### src/rtl/prescaled_counter.sv
// prescaled_counter
//   Parametrised timer primitive: WIDTH-bit up/down counter advanced by a
//   programmable prescaler, with auto-reload or one-shot behaviour, a
//   synchronous load, a terminal-count pulse and a compare-match pulse.
//
// Ports
//   clk        core clock, all state updates on the rising edge
//   reset      synchronous, active-high, highest priority
//   enable     count enable (IDLE->RUN when high, back to IDLE when low)
//   dir        0 = count up, 1 = count down
//   mode       0 = auto-reload, 1 = one-shot (halt on terminal tick)
//   load       synchronous load strobe, beats a tick on the same edge
//   load_val   value written to out on load
//   period     terminal value when counting up / reload value when down
//   prescale   one tick every prescale+1 cycles while running
//   compare    value that raises cmp_match when reached by a normal tick
//   out        counter value
//   tc         one-cycle pulse after a terminal tick
//   cmp_match  one-cycle pulse after a non-terminal tick landing on compare
//   running    state is RUN
//   done       state is HALT
module prescaled_counter #(
  parameter int WIDTH      = 8,
  parameter int PRESCALE_W = 8
) (
  input  logic                  clk,
  input  logic                  reset,
  input  logic                  enable,
  input  logic                  dir,
  input  logic                  mode,
  input  logic                  load,
  input  logic [WIDTH-1:0]      load_val,
  input  logic [WIDTH-1:0]      period,
  input  logic [PRESCALE_W-1:0] prescale,
  input  logic [WIDTH-1:0]      compare,
  output logic [WIDTH-1:0]      out,
  output logic                  tc,
  output logic                  cmp_match,
  output logic                  running,
  output logic                  done
);

  typedef enum logic [1:0] {
    ST_IDLE = 2'd0,
    ST_RUN  = 2'd1,
    ST_HALT = 2'd2
  } state_t;

  state_t                state_q, state_d;
  logic [WIDTH-1:0]      out_q, out_d;
  logic [PRESCALE_W-1:0] pre_cnt_q, pre_cnt_d;
  logic                  tc_q, tc_d;
  logic                  cmp_match_q, cmp_match_d;
  logic                  running_q, running_d;
  logic                  done_q, done_d;

  logic                  counting;
  logic                  pre_hit;
  logic                  terminal;
  logic                  tick;
  logic [WIDTH-1:0]      next_val;

  always_comb begin
    state_d     = state_q;
    out_d       = out_q;
    pre_cnt_d   = pre_cnt_q;
    tc_d        = 1'b0;
    cmp_match_d = 1'b0;
    tick        = 1'b0;
    terminal    = 1'b0;
    next_val    = out_q;

    // The prescaler only advances on edges where we stay in RUN; the edge
    // that drops enable leaves pre_cnt untouched so a resumed run picks up
    // the partial prescale period.
    counting = (state_q == ST_RUN) && enable;
    pre_hit  = (pre_cnt_q == prescale);

    // Candidate value for a tick on this edge.
    if (!dir) begin
      terminal = (out_q >= period);
      if (terminal) next_val = mode ? out_q : '0;
      else          next_val = out_q + WIDTH'(1);
    end else begin
      terminal = (out_q == '0);
      if (terminal) next_val = mode ? out_q : period;
      else          next_val = out_q - WIDTH'(1);
    end

    if (load) begin
      out_d     = load_val;
      pre_cnt_d = '0;
    end else if (counting) begin
      if (pre_hit) begin
        tick        = 1'b1;
        pre_cnt_d   = '0;
        out_d       = next_val;
        tc_d        = terminal;
        // Reload/wrap values are never reported as compare hits.
        cmp_match_d = !terminal && (next_val == compare);
      end else begin
        pre_cnt_d = pre_cnt_q + PRESCALE_W'(1);
      end
    end

    unique case (state_q)
      ST_IDLE: begin
        if (enable) state_d = ST_RUN;
      end
      ST_RUN: begin
        if (!enable)                  state_d = ST_IDLE;
        else if (tick && terminal && mode) state_d = ST_HALT;
      end
      ST_HALT: begin
        if (!enable)   state_d = ST_IDLE;
        else if (load) state_d = ST_RUN;
      end
      default: state_d = ST_IDLE;
    endcase

    // Status flags are decoded from the next state so they are flops too.
    running_d = (state_d == ST_RUN);
    done_d    = (state_d == ST_HALT);
  end

  always_ff @(posedge clk) begin
    if (reset) begin
      state_q     <= ST_IDLE;
      out_q       <= '0;
      pre_cnt_q   <= '0;
      tc_q        <= 1'b0;
      cmp_match_q <= 1'b0;
      running_q   <= 1'b0;
      done_q      <= 1'b0;
    end else begin
      state_q     <= state_d;
      out_q       <= out_d;
      pre_cnt_q   <= pre_cnt_d;
      tc_q        <= tc_d;
      cmp_match_q <= cmp_match_d;
      running_q   <= running_d;
      done_q      <= done_d;
    end
  end

  assign out       = out_q;
  assign tc        = tc_q;
  assign cmp_match = cmp_match_q;
  assign running   = running_q;
  assign done      = done_q;

endmodule

### config.mk
export PLATFORM = sky130hd
export DESIGN_NAME = prescaled_counter
export DESIGN_NICKNAME = d
export VERILOG_FILES = /design/src/rtl/prescaled_counter.sv
export SDC_FILE = /design/constraint.sdc
export NUM_CORES = 1
export LEC_CHECK = 0
export BUFFER_PORTS_ARGS = -buffer_cell sky130_fd_sc_hd__buf_4
export CELL_PAD_IN_SITES_DETAIL_PLACEMENT = 0
export CELL_PAD_IN_SITES_GLOBAL_PLACEMENT = 2
export CORE_MARGIN = 4
export CORE_UTILIZATION = 33
export CTS_CLUSTER_DIAMETER = 80
export DETAILED_ROUTE_END_ITERATION = 6
export PLACE_DENSITY = 0.91
export SLEW_MARGIN = 20
export SYNTH_ARGS = -nofsm -noshare
export SYNTH_HDL_FRONTEND = slang
export SYNTH_SLANG_ARGS = --single-unit
### constraint.sdc
create_clock -name clk -period 4.1 [get_ports clk]
set_input_delay 0.41 -clock clk [delete_from_list [all_inputs] [get_ports clk]]
set_output_delay 0.41 -clock clk [all_outputs]
set_load 0.02 [all_outputs]
==> results of run 1 <==
==> through the flow <==
stage,worst slack (ps),area (sq um)
after floorplan,1257,2211
after global placement,952.7,2619
after detailed placement,893.7,2619
after CTS,861.7,2690
after global routing,540.1,2690
final,787.7,2690
==> area by class of cell <==
type / instances / area [sq um]
flip-flops and latches: 22 / 440.4
repair buffers: 50 / 375.4
inverters: 24 / 90.09
clock inverters: 1 / 30.03
fillers: 695 / 3732
well taps: 77 / 96.34
multi-input cells: 239 / 1617
clock buffers: 3 / 41.29
==> per-layer routing <==
metal | wire, um | GRT usage | up-vias
met1 | 3301 | 0.2496 | 1160
met2 | 3750 | 0.3246 | 118
met4 | 238 | 0.06888 | 0
li1 | - | - | 1195
met3 | 511 | 0.02254 | 23
met5 | 0 | 0 | -
==> report_power, final <==
part           switching (W)  total (W)  internal [W]
Clock              0.0000771   0.000208      0.000131
Combinational       0.000137   0.000237      0.000101
Sequential         0.0000192   0.000239      0.000220
==> cells by family after synthesis <==
kind of cell | Yosys count
AO/OA/AOI/OAI | 91
XOR/XNOR | 22
adder cells (fa/ha/maj) | 11
buffers and inverters | 41
flip-flops | 22
multiplexers | 6
AND/OR/NAND/NOR | 109
==> synth_stat cells (2+ instances only) <==
library cell  count
a221oi_1          6
o211ai_1          3
and4_1            2
a211o_1           3
nand4_1           4
and2_1            3
clkbuf_1         16
or3_1             3
o21ai_1           4
a31oi_1           7
xnor2_1          13
nand2_1          23
a21oi_1          20
and3_1            7
dfxtp_1          22
nor3_1            8
o221ai_1          5
mux2i_1           6
nor3b_1           3
nand3_1          10
nand2b_1          2
a211oi_1          7
a22oi_1           2
o211a_1           2
ha_1             11
a311o_1           2
o31a_1            2
a32o_1            2
nor4_1            2
and3b_1           3
xor2_1            9
inv_1            24
nor2b_1           4
a22o_1            3
o21ai_0           7
nor2_1           29
o22ai_1           3
==> critical path, delay by kind of cell, from the launching register on <==
kind	cells	cell delay, ps
AOI/OAI and AO/OA	4	1000
buffers and inverters	1	210
adders and majority gates	1	310
DFF	1	580
and+or+nand+nor	4	1130
==> registers in the layout, summed over array words and instances, names as in the netlist <==
name and count:
out 8, done 1, pre_cnt_q 8, running 1, state_q 2, cmp_match 1, tc 1
==> worst min-delay path by stage <==
stage | endpoint | slack, ps | cells past startpoint
detailed placement | pre_cnt_q[7] | 540 | 2
global placement | pre_cnt_q[7] | 530 | 2
floorplan | pre_cnt_q[7] | 500 | 2
finish | out[7] | 400 | 3
global route | state_q[0] | 400 | 2
CTS | out[7] | 400 | 3
==> impl_results.md, run 1 <==
* Area share of xor/xnor cells in the synthesized design at 0.08715
* HPWL Detailed at between 6000 and 7000 um
* Tightest Hold Check Type: in2reg
* Total track usage at 0.1912
* Total power at between 0.0006 and 0.0007 W
* Site Rows at 29
* Max-slew violations at 0
* Final Cycle Share at 0.8079
* Die area at roughly 8100 sq um
* Synth Area in Compound Gates at 0.2971
* Post-route insts no fill at 416
* Multiplexer share of the synthesized area at 0.02716
* Setup Fix Bufs, Post-CTS at 0
* First DRT Iteration DRCs at 266
* Vias per inst at 6.000
* Leakage at 1.123 nW
* Drt pass-1 iters at 5
* Post-Synth Adder-Cell Area at 0.06225
* Post-synth top flop: dfxtp_1
* Critical path arrival at 3490 ps
* CTS tree: done
* Nature of the critical path startpoint: flip-flop
* Post-route setup TNS at 0 ps
* N_diodes at 0
* Setup Skew at about 9.8 ps
* Layout Nets at 389
* Final hold violation count at 0
* H-Tree Depth at 1
* Syn Std Cell Area at 2211 sq um
* Wire length per cell at ~19 um
* Hold Path Origin: load_val[7]
* Worst IR drop on VDD at 119.0 uV
* Critical path type: reg2reg
* Worst-margin pin slew at ~670 ps
* Most common cell after layout, fill and taps aside: buf_4
* Syn Area/Cell at 7.321 sq um
* Largest stage delay on the critical path at slightly below 600 ps
* Die Height at around 90 um
* Internal reg-to-reg setup slack at about 800 ps
* RSZ-0062 raised after global routing: false
* FF-to-FF Start: out[0]
* Chip width at 89.85 um
* Seq/Total Area, Yosys at 0.1992
* Post-synthesis register bit count at 22
* Worst-Skew Late Latency at 270 ps
* CTS Hold Buffers Added at 0
* Largest area contributor in the synthesized netlist: dfxtp_1
* Outcome: complete, no violations
* Largest net degree at the start of global routing at 31
* CP Capture Type: flip-flop
* Worst r2r path cells at 10
* Clock-pin slew on the worst setup and hold paths at 90 ps
* CTS resizes at 0
* Largest family of logic cells by synthesized area: compound AO/OA/AOI/OAI gates
* Warnings from Yosys at 0
* Residual DRC count at 0
* Synth area leaders: dfxtp_1 20%, ha_1 6.2%, xnor2_1 5.1%, nor2_1 4.9%, a21oi_1 4.5%
* Final min period at 3312 ps
* Clock root buffer: clkbuf_8
* Fmax at roughly 300 MHz
* Num CTS Buffers at 3
* IO Port Bufs at between 40 and 50
* Hold_ws at 401.6 ps
* Initial Util at 0.3442
* First-pass GRT wire length at 12740 um
* Crit-path max FO at 11
* Critical path startpoint: out[0]
* Synth-to-Final Area Change at 21.68%
* Final core occ at 0.4189
* Routed Antenna Nets at 0
* CP Capture Point: cmp_match
* Most frequent cells in the layout: 50 x buf_4, 29 x nor2_1, 24 x inv_1
* Core box area at 6422 sq um
* Vias at ~2500
* Max Cap Viol at 0
* Critical-path top delay cell: dfxtp_1
* Placed insts at 412
* Clk buf depth at 2
* Vias in the first global route at 2403
* Synth top area share at 0.1992
* CTS sink cnt at 22
* Mapped Nets at 351
* Async set-reset flop share out of synthesis at 0
* Initial antenna violation count at 0
* Number of enable flip-flop cells after synthesis at 0
* Slew headroom at 0.5479
* IO Count at 50
* Final setup fails at 0
* Post-Synth Simple-Gate Area at 0.2575
* Yosys cell types at 57
* Total grt overflow at 0
* PwrDens at 254.3 nW/um^2
* Final wirelength at 7802 um
* Worst-path cell chain: inv_1, ha_1, and3_1, o21ai_1, a31oi_1, nor2_1, a211oi_1, a2111oi_1, nand4_1, nor4_1
* FF-to-FF End: cmp_match
* Synth Instances at ~300
* Share of cells above drive strength 1 at 0.1799
* Gpl congestion at between 1 and 1.5
* WP data required at 4280 ps
Power figures use the tool's default switching activity.
==> inputs of run 2 (changes only) <==
--- a/config.mk
+++ b/config.mk
@@ -9,10 +9,10 @@
 export CELL_PAD_IN_SITES_DETAIL_PLACEMENT = 0
 export CELL_PAD_IN_SITES_GLOBAL_PLACEMENT = 2
 export CORE_MARGIN = 4
-export CORE_UTILIZATION = 33
+export CORE_UTILIZATION = 27
 export CTS_CLUSTER_DIAMETER = 80
 export DETAILED_ROUTE_END_ITERATION = 6
-export PLACE_DENSITY = 0.91
+export PLACE_DENSITY = 0.81
 export SLEW_MARGIN = 20
 export SYNTH_ARGS = -nofsm -noshare
 export SYNTH_HDL_FRONTEND = slang
==> constraint.sdc (replaced) <==
create_clock -name clk -period 2.9 [get_ports clk]
set_input_delay 0.29 -clock clk [delete_from_list [all_inputs] [get_ports clk]]
set_output_delay 0.29 -clock clk [all_outputs]
set_load 0.02 [all_outputs]
==> run 2 against run 1 <==
Effect of this change:
- flip-flop and latch count stayed put
- die area up 20%
- highest routed layer unchanged
- combinational power increased by 69%
- global-route usage down 1.5 points
- cell area is 7.8% higher
- clock skew shrank 4.8 ps
- worst hold slack got worse by 130 ps
- total power is 39% higher
- non-clock buffer count increased by 20
==> impl_results.md, run 2 (synthesis gave the netlist of run 1 again) <==
* Hold path depth at 3 (unchanged)
* Vias in the first global route at 2601 (was 2403)
* Die Height at 98.49 um (was 89.85 um)
* CTS tree: done (unchanged)
* Crit-path max FO at 6 (was 11)
* Residual DRC count at 0 (unchanged)
* Most common cell after layout, fill and taps aside: buf_4 (unchanged)
* Final Cycle Share at 0.9526 (was 0.8079)
* CP Capture Type: flip-flop (unchanged)
* Die area at 9700 sq um (was 8073 sq um)
* Chip width at 98.49 um (was 89.85 um)
* Worst IR drop on VDD at 189.5 uV (was 119.0 uV)
* Combinational fraction of design power at 0.420 (was 0.347)
* Hold worst-path end: out[2] (was out[7])
* Worst-Skew Late Latency at 270 ps (about the same)
* Hold Path Origin: load_val[2] (was load_val[7])
* Clock root buffer: clkbuf_8 (unchanged)
* Total track usage at 0.1763 (was 0.1912)
* CTS Hold Buffers Added at 0 (unchanged)
* CTS sink cnt at 22 (unchanged)
* FF-to-FF End: cmp_match (unchanged)
* Tightest Hold Check Type: in2reg (unchanged)
* Initial antenna violation count at 0 (unchanged)
* Post-route insts no fill at 461 (was 416)
* Gpl congestion at 0.9532 (was 1.006)
* Final wirelength at 8765 um (was 7802 um)
* Clock share of power at 0.243 (was 0.303)
* Int Pwr at 0.0006035 W (was 0.0004512 W)
* Num CTS Buffers at 3 (unchanged)
* Hold_ws at 275.5 ps (was 401.6 ps)
* FF-to-FF Start: out[1] (was out[0])
* N_diodes at 0 (unchanged)
* Clock-pin slew on the worst setup and hold paths at 90 ps (about the same)
* First DRT Iteration DRCs at 252 (was 266)
* Internal reg-to-reg setup slack at 140 ps (was 790 ps)
* Site Rows at 32 (was 29)
* Flop pwr share at 0.337 (was 0.350)
* Leakage at 1.220 nW (was 1.123 nW)
* Routed Antenna Nets at 0 (unchanged)
* IO Port Bufs at 49 (unchanged)
* Fmax at 362.0 MHz (was 301.9 MHz)
* Total grt overflow at 0 (unchanged)
* Slew headroom at 0.6423 (was 0.5479)
* Nature of the critical path startpoint: flip-flop (unchanged)
* Final setup fails at 0 (unchanged)
* PwrDens at 328.5 nW/um^2 (was 254.3 nW/um^2)
* Sw Pwr at 0.0003492 W (was 0.0002330 W)
* Switching Share at 0.3666 (was 0.3406)
* WP data required at 3080 ps (was 4280 ps)
* Outcome: complete, no violations (unchanged)
* Drt pass-1 iters at 5 (unchanged)
* Vias per inst at 5.607 (was 6.000)
* Worst r2r path cells at 9 (was 10)
* Largest net degree at the start of global routing at 31 (unchanged)
* IO Count at 50 (unchanged)
* Critical path arrival at 2940 ps (was 3490 ps)
* Max Cap Viol at 0 (unchanged)
* Wire length per cell at 19.01 um (was 18.75 um)
* First-pass GRT wire length at 13770 um (was 12740 um)
* Clk buf depth at 2 (unchanged)
* Setup Skew at 5.033 ps (was 9.791 ps)
* H-Tree Depth at 1 (unchanged)
* Vias at 2585 (was 2496)
* Placed insts at 456 (was 412)
* Layout Nets at 409 (was 389)
* Max-slew violations at 0 (unchanged)
* Initial Util at 0.2817 (was 0.3442)
* Synth-to-Final Area Change at 31.18% (was 21.68%)
* FILL cells at 878 (was 695)
* Final min period at 2763 ps (was 3312 ps)
* Share of cells above drive strength 1 at 0.2396 (was 0.1799)
* HPWL Detailed at 6970 um (was 6039 um)
* Core box area at 7848 sq um (was 6422 sq um)
* Critical path type: reg2reg (unchanged)
* Post-route setup TNS at 0 ps (unchanged)
* Worst-margin pin slew at 532.0 ps (was 671.1 ps)
* Final hold violation count at 0 (unchanged)
* Most frequent cells in the layout: 70 x buf_4, 29 x nor2_1, 24 x inv_1 (was 50 x buf_4, 29 x nor2_1, 24 x inv_1)
run 2: stage by stage:
step                      setup slack, ps  utilization  instance area (sq um)  total power (W)
after floorplan                     57.23            -                   2211        0.0005472
after global placement              152.8       0.3559                   2793        0.0007159
after detailed placement            53.43       0.3559                   2793        0.0007105
after CTS                           31.28       0.3629                   2848        0.0009439
after global routing               -9.939       0.3696                   2900         0.001013
final                               137.4       0.3696                   2900        0.0009527
run 2: power by group through the flow:
stage	logic, W	clock network [W]	registers (W)
final	0.000400	0.000232	0.000321
after floorplan	0.000209	0	0.000338
after CTS	0.000384	0.000239	0.000321
after global routing	0.000434	0.000256	0.000323
after global placement	0.000388	0	0.000328
after detailed placement	0.000383	0	0.000328
run 2: final cells by class:
type	count	area (sq um)	area share
clock buffer	4	55.05	0.01898
inverter	24	90.09	0.03106
multi-input combinational	239	1662	0.5729
sequential	22	440.4	0.1519
tap	102	127.6	0.04400
timing repair buffer	70	525.5	0.1812
run 2: per-layer routing:
metal	part of all wire	GRT usage	wire length [um]
met1	0.44	0.2292	3817
met2	0.45	0.2855	3970
met3	0.071	0.03185	623
met4	0.040	0.07668	353
met5	0	0	0
run 2: worst max path at each step:
stage / slack [ps] / from / cells past startpoint / end
floorplan: 60 / out[0] / 11 / cmp_match
global placement: 150 / out[1] / 11 / cmp_match
detailed placement: 50 / out[1] / 11 / cmp_match
CTS: 30 / out[1] / 11 / cmp_match
global route: -10 / out[1] / 11 / cmp_match
finish: 140 / out[1] / 9 / cmp_match
run 2: critical path, cell delays in order (launching register included):
cell	delay [ps]
dfxtp_1	330
inv_1	100
ha_1	240
or4b_4	530
nor2_4	200
nand2_2	110
o211a_1	280
a2111oi_1	440
nand4_1	150
nor4_1	280
run 2: repair_timing:
| item | CTS | global route |
|---|---|---|
| setup buffers | 0 | 1 |
| gates resized for setup | 0 | 8 |
| setup endpoints to repair | 0 | 3 |
